## src/rtl/regfile_wb_arbiter.sv

```systemverilog
// Round-robin writeback arbiter sharing the register file's single write port.
// Optional same-cycle read bypass of the staged write under `REGFILE_WB_BYPASS_EN.
module regfile_wb_arbiter #(
  parameter int NREQ   = 2,
  parameter int ADDR_W = 5,
  parameter int DATA_W = 32
) (
  input  logic                       clk,
  input  logic                       rst,
  input  logic                       stall,
  input  logic [NREQ-1:0]            req_valid,
  input  logic [NREQ*ADDR_W-1:0]     req_addr,
  input  logic [NREQ*DATA_W-1:0]     req_data,
  output logic [NREQ-1:0]            req_ready,
  output logic                       RegWrite,
  output logic [ADDR_W-1:0]          A3,
  output logic [DATA_W-1:0]          WD3,
  output logic                       pend_valid,
  output logic [ADDR_W-1:0]          pend_addr,
  output logic [$clog2(NREQ)-1:0]    grant_id
`ifdef REGFILE_WB_BYPASS_EN
  ,
  input  logic [ADDR_W-1:0]          rd_a1,
  input  logic [ADDR_W-1:0]          rd_a2,
  input  logic [DATA_W-1:0]          rf_rd1,
  input  logic [DATA_W-1:0]          rf_rd2,
  output logic [DATA_W-1:0]          fwd_rd1,
  output logic [DATA_W-1:0]          fwd_rd2
`endif
);

  localparam int IW = $clog2(NREQ);

  logic [ADDR_W-1:0] addr_a [NREQ];
  logic [DATA_W-1:0] data_a [NREQ];

  logic [IW-1:0]     ptr_r;
  logic              we_r;
  logic [ADDR_W-1:0] addr_r;
  logic [DATA_W-1:0] data_r;
  logic [IW-1:0]     gid_r;

  logic [NREQ-1:0]   ready_s;
  logic              gnt_s;
  logic [IW-1:0]     gnt_idx_s;
  logic [IW:0]       sum_s;
  logic [IW-1:0]     idx_s;
  logic [IW-1:0]     ptr_nxt_s;

  for (genvar i = 0; i < NREQ; i++) begin : g_unpack
    assign addr_a[i] = req_addr[i*ADDR_W +: ADDR_W];
    assign data_a[i] = req_data[i*DATA_W +: DATA_W];
  end

  // Round-robin scan starting at ptr; first valid requester wins unless stalled.
  always_comb begin
    ready_s   = {NREQ{1'b0}};
    gnt_s     = 1'b0;
    gnt_idx_s = {IW{1'b0}};
    sum_s     = {(IW+1){1'b0}};
    idx_s     = {IW{1'b0}};
    for (int k = 0; k < NREQ; k++) begin
      sum_s = {1'b0, ptr_r} + (IW+1)'(k);
      if (sum_s >= (IW+1)'(NREQ)) begin
        sum_s = sum_s - (IW+1)'(NREQ);
      end else begin
        sum_s = sum_s;
      end
      idx_s = sum_s[IW-1:0];
      if (!stall && !gnt_s && req_valid[idx_s]) begin
        gnt_s          = 1'b1;
        gnt_idx_s      = idx_s;
        ready_s[idx_s] = 1'b1;
      end else begin
        gnt_s = gnt_s;
      end
    end
  end

  // Pointer advances past the granted index, wrapping at NREQ-1.
  always_comb begin
    if (gnt_idx_s == IW'(NREQ-1)) begin
      ptr_nxt_s = {IW{1'b0}};
    end else begin
      ptr_nxt_s = gnt_idx_s + {{(IW-1){1'b0}}, 1'b1};
    end
  end

  // Output stage: a grant captures the winner; x0 destinations never assert the write enable.
  always_ff @(posedge clk or negedge rst) begin
    if (!rst) begin
      ptr_r  <= {IW{1'b0}};
      we_r   <= 1'b0;
      addr_r <= {ADDR_W{1'b0}};
      data_r <= {DATA_W{1'b0}};
      gid_r  <= {IW{1'b0}};
    end else if (gnt_s) begin
      ptr_r  <= ptr_nxt_s;
      we_r   <= (addr_a[gnt_idx_s] != {ADDR_W{1'b0}});
      addr_r <= addr_a[gnt_idx_s];
      data_r <= data_a[gnt_idx_s];
      gid_r  <= gnt_idx_s;
    end else begin
      we_r   <= 1'b0;
    end
  end

  assign req_ready  = ready_s;
  assign RegWrite   = we_r;
  assign A3         = addr_r;
  assign WD3        = data_r;
  assign pend_valid = we_r;
  assign pend_addr  = addr_r;
  assign grant_id   = gid_r;

`ifdef REGFILE_WB_BYPASS_EN
  // Readers of the staged destination see the value being written this cycle.
  always_comb begin
    if (we_r && (rd_a1 == addr_r) && (rd_a1 != {ADDR_W{1'b0}})) begin
      fwd_rd1 = data_r;
    end else begin
      fwd_rd1 = rf_rd1;
    end
    if (we_r && (rd_a2 == addr_r) && (rd_a2 != {ADDR_W{1'b0}})) begin
      fwd_rd2 = data_r;
    end else begin
      fwd_rd2 = rf_rd2;
    end
  end
`endif

endmodule

```

## config.mk

```make
export PLATFORM = sky130hd
export DESIGN_NAME = regfile_wb_arbiter
export DESIGN_NICKNAME = d
export VERILOG_FILES = /design/src/rtl/regfile_wb_arbiter.sv
export SDC_FILE = /design/constraint.sdc
export NUM_CORES = 1
export LEC_CHECK = 0
export ABC_AREA = 0
export CAP_MARGIN = 20
export CORE_UTILIZATION = 36
export CTS_CLUSTER_SIZE = 10
export DETAILED_ROUTE_END_ITERATION = 12
export GPL_TIMING_DRIVEN = 0
export PLACE_DENSITY_LB_ADDON = 0.15
export SKIP_CTS_REPAIR_TIMING = 1
export SYNTH_ARGS = -nofsm -noshare
export SYNTH_HDL_FRONTEND = slang
export SYNTH_SLANG_ARGS = --single-unit
```

## constraint.sdc

```tcl
create_clock -name clk -period 1.45 [get_ports clk]
set_input_delay 0.29 -clock clk [delete_from_list [all_inputs] [get_ports clk]]
set_output_delay 0.29 -clock clk [all_outputs]
set_load 0.01 [all_outputs]
```

==> flow_metrics.env <==
export IMPL_outcome="finished with violations"
export IMPL_violations="setup timing"
export IMPL_yosysUniqueCellTypes=22
export IMPL_crit_start="ptr_r"
export IMPL_yosysSeqAreaShare=0.527
export IMPL_endpoint="req_ready[0]"
export IMPL_routed_wl_um=6220
export IMPL_max_cap_violations=0
export IMPL_crit_type="register to primary output"
export IMPL_first_pass_iters=4
export IMPL_fin_skew_ns=0.00722
export IMPL_clk_path_buf_depth=2
export IMPL_core_area_um2=5110
export IMPL_portBuffers=124
export IMPL_drcViolationCount=0
export IMPL_antenna_found_initial=0
export IMPL_slew_headroom=0.705
export IMPL_fin_total_pwr_uw=3280
export IMPL_hold_viol=0
export IMPL_root_buffer="clkbuf_8"
export IMPL_grt_setup_unrepaired="true"
export IMPL_syn_to_final_growth_pct=86.9
export IMPL_grt_pass1_wl_um=8680
export IMPL_die_y_um=74.6
export IMPL_ys_ff_latch=40
export IMPL_synth_edf_count=0
export IMPL_synth_nets=240
export IMPL_critPathMaxFanout=7
export IMPL_die_area_um2=5570
export IMPL_dp_hpwl_um=4230
export IMPL_synthFlopType="dfrtp_1"
export IMPL_ir_worst_vdd_v=0.000524
export IMPL_power_density_nw_per_um2=923
export IMPL_grt_start_max_net_pins=25
export IMPL_min_path_type="input pin to register"
export IMPL_final_cell_mix="clkdlybuf4s50_1, dlymetal6s2s_1, dfrtp_1"
export IMPL_num_rows=26
export IMPL_r2r_end="WD3[20]"
export IMPL_setup_violations_final=2
export IMPL_htree_num_levels=2
export IMPL_antenna_left=0
export IMPL_regToRegSetupSlack_ns=0.01
export IMPL_worst_slew_pin_slew_ns=0.443
export IMPL_num_io_pins=126
export IMPL_cts_buffers=5
export IMPL_drv_slew=0
export IMPL_drt_iter0_markers=84
export IMPL_clk_pin_slew_ns=0.08
export IMPL_die_w_um=74.6
export IMPL_async_flop_share=1.00
export IMPL_synth_area_um2=1900
export IMPL_overflow=0
export IMPL_crit_arrival_ns=1.33
export IMPL_drive_above_1_share=0.138
export IMPL_layout_setup_ws_ns=-0.172
export IMPL_track_usage=0.207
export IMPL_finalSetupTns_ns=-0.273
export IMPL_final_common_cell="clkdlybuf4s50_1"
export IMPL_layout_min_cycle_time_ns=1.62
export IMPL_grt_pass1_vias=1860
export IMPL_r2r_start="ptr_r"
export IMPL_cp_end_kind="primary output"
export IMPL_tritoncts="yes"
export IMPL_place_congestion=0.750
export IMPL_clock_latency_ns=0.28
export IMPL_vias=1919
export IMPL_routedWlPerCell_um=16.6
export IMPL_initial_utilization=0.372
export IMPL_fin_nets=383
export IMPL_crit_required_ns=1.16
export IMPL_antenna_cells=0
export IMPL_leakagePower_uw=0.00193
export IMPL_fill_cells=396
export IMPL_r2r_worst_path_cells=6
export IMPL_yosysWarnings=0
export IMPL_start_kind="register"
export IMPL_period_share=1.12
export IMPL_synth_avg_cell_area_um2=11.8
export IMPL_vias_per_cell=5.12
export IMPL_max_freq_ghz=0.616
export IMPL_synthCells=161
export IMPL_cts_num_sinks=40
-- worst min path at each step --
stage	cells past startpoint	end	slack, ns	startpoint
CTS	1	WD3[5]	-0.06	rst
global placement	2	grant_id	0.48	grant_id
detailed placement	1	A3[3]	0.25	rst
floorplan	0	A3[0]	-0.006	rst
global route	3	A3[3]	0.43	req_valid[1]
finish	3	A3[4]	0.42	req_valid[1]
-- sequential cells by signal, indices dropped and copies added, names as in the netlist --
name      flops
ptr_r         1
grant_id      1
WD3          32
RegWrite      1
A3            5
-- power by group --
group          total (µW)  internal [µW]  switching [µW]  leakage (µW)
Combinational        1140            706             434       0.00140
Sequential           1360           1280            82.0      0.000485
Clock                 775            389             386     0.0000455
-- worst max-delay path, stage by stage, from the launching register on --
cell and delay, ns:
dfrtp_1 0.39, buf_6 0.14, a211oi_4 0.28, buf_6 0.15, buf_6 0.09
-- cell type report --
type / instances / area [µm²] / share of cell area
Tap cell: 70 / 87.6 / 0.0247
Clock buffer: 8 / 90.1 / 0.0254
Sequential cell: 40 / 1000 / 0.282
Inverter: 2 / 7.51 / 0.00211
Buffer: 16 / 115 / 0.0324
Multi-Input combinational cell: 101 / 768 / 0.216
Timing Repair Buffer: 138 / 1480 / 0.417
-- Yosys cell counts, types with 2 or more instances --
master	count	area share
buf_2	3	0.0079
nor2_1	11	0.022
o21ai_0	5	0.013
dfrtp_1	40	0.53
buf_4	9	0.036
nor3_1	2	0.0053
a221o_1	32	0.17
a31oi_1	5	0.016
buf_6	3	0.018
and2_1	32	0.11
clkbuf_1	3	0.0059
nand2_1	2	0.0040
o2111ai_1	5	0.023
-- per-layer routing --
metal	vias up	global-route usage	share of wire
li1	891	-	-
met1	930	0.263	0.41
met2	94	0.338	0.51
met3	4	0.0616	0.077
met4	0	0.0713	0.0050
met5	-	0	0
-- metrics by stage --
step           setup slack (ns)  instances   util  cell area (µm²)  hold WS [ns]
6_report                 -0.172        375  0.695             3550         0.416
5_1_grt                  -0.208        375  0.695             3550         0.427
4_1_cts                   -1.02        364  0.653             3330       -0.0577
3_5_place_dp              -1.01        356  0.635             3240         0.254
3_3_place_gp              -1.00        355  0.632             3230         0.482
2_1_floorplan            0.0858        161      -             1900      -0.00559
-- logic make-up (layout without fill, tap and decap cells) --
| family | Yosys count | count (layout) | share of synthesized area |
|---|---|---|---|
| buffers and inverters | 20 | 164 | 0.0711 |
| AND/OR/NAND/NOR | 50 | 50 | 0.154 |
| AO/OA/AOI/OAI | 51 | 51 | 0.248 |
| flip-flops | 40 | 40 | 0.527 |
Power figures use the tool's default switching activity.
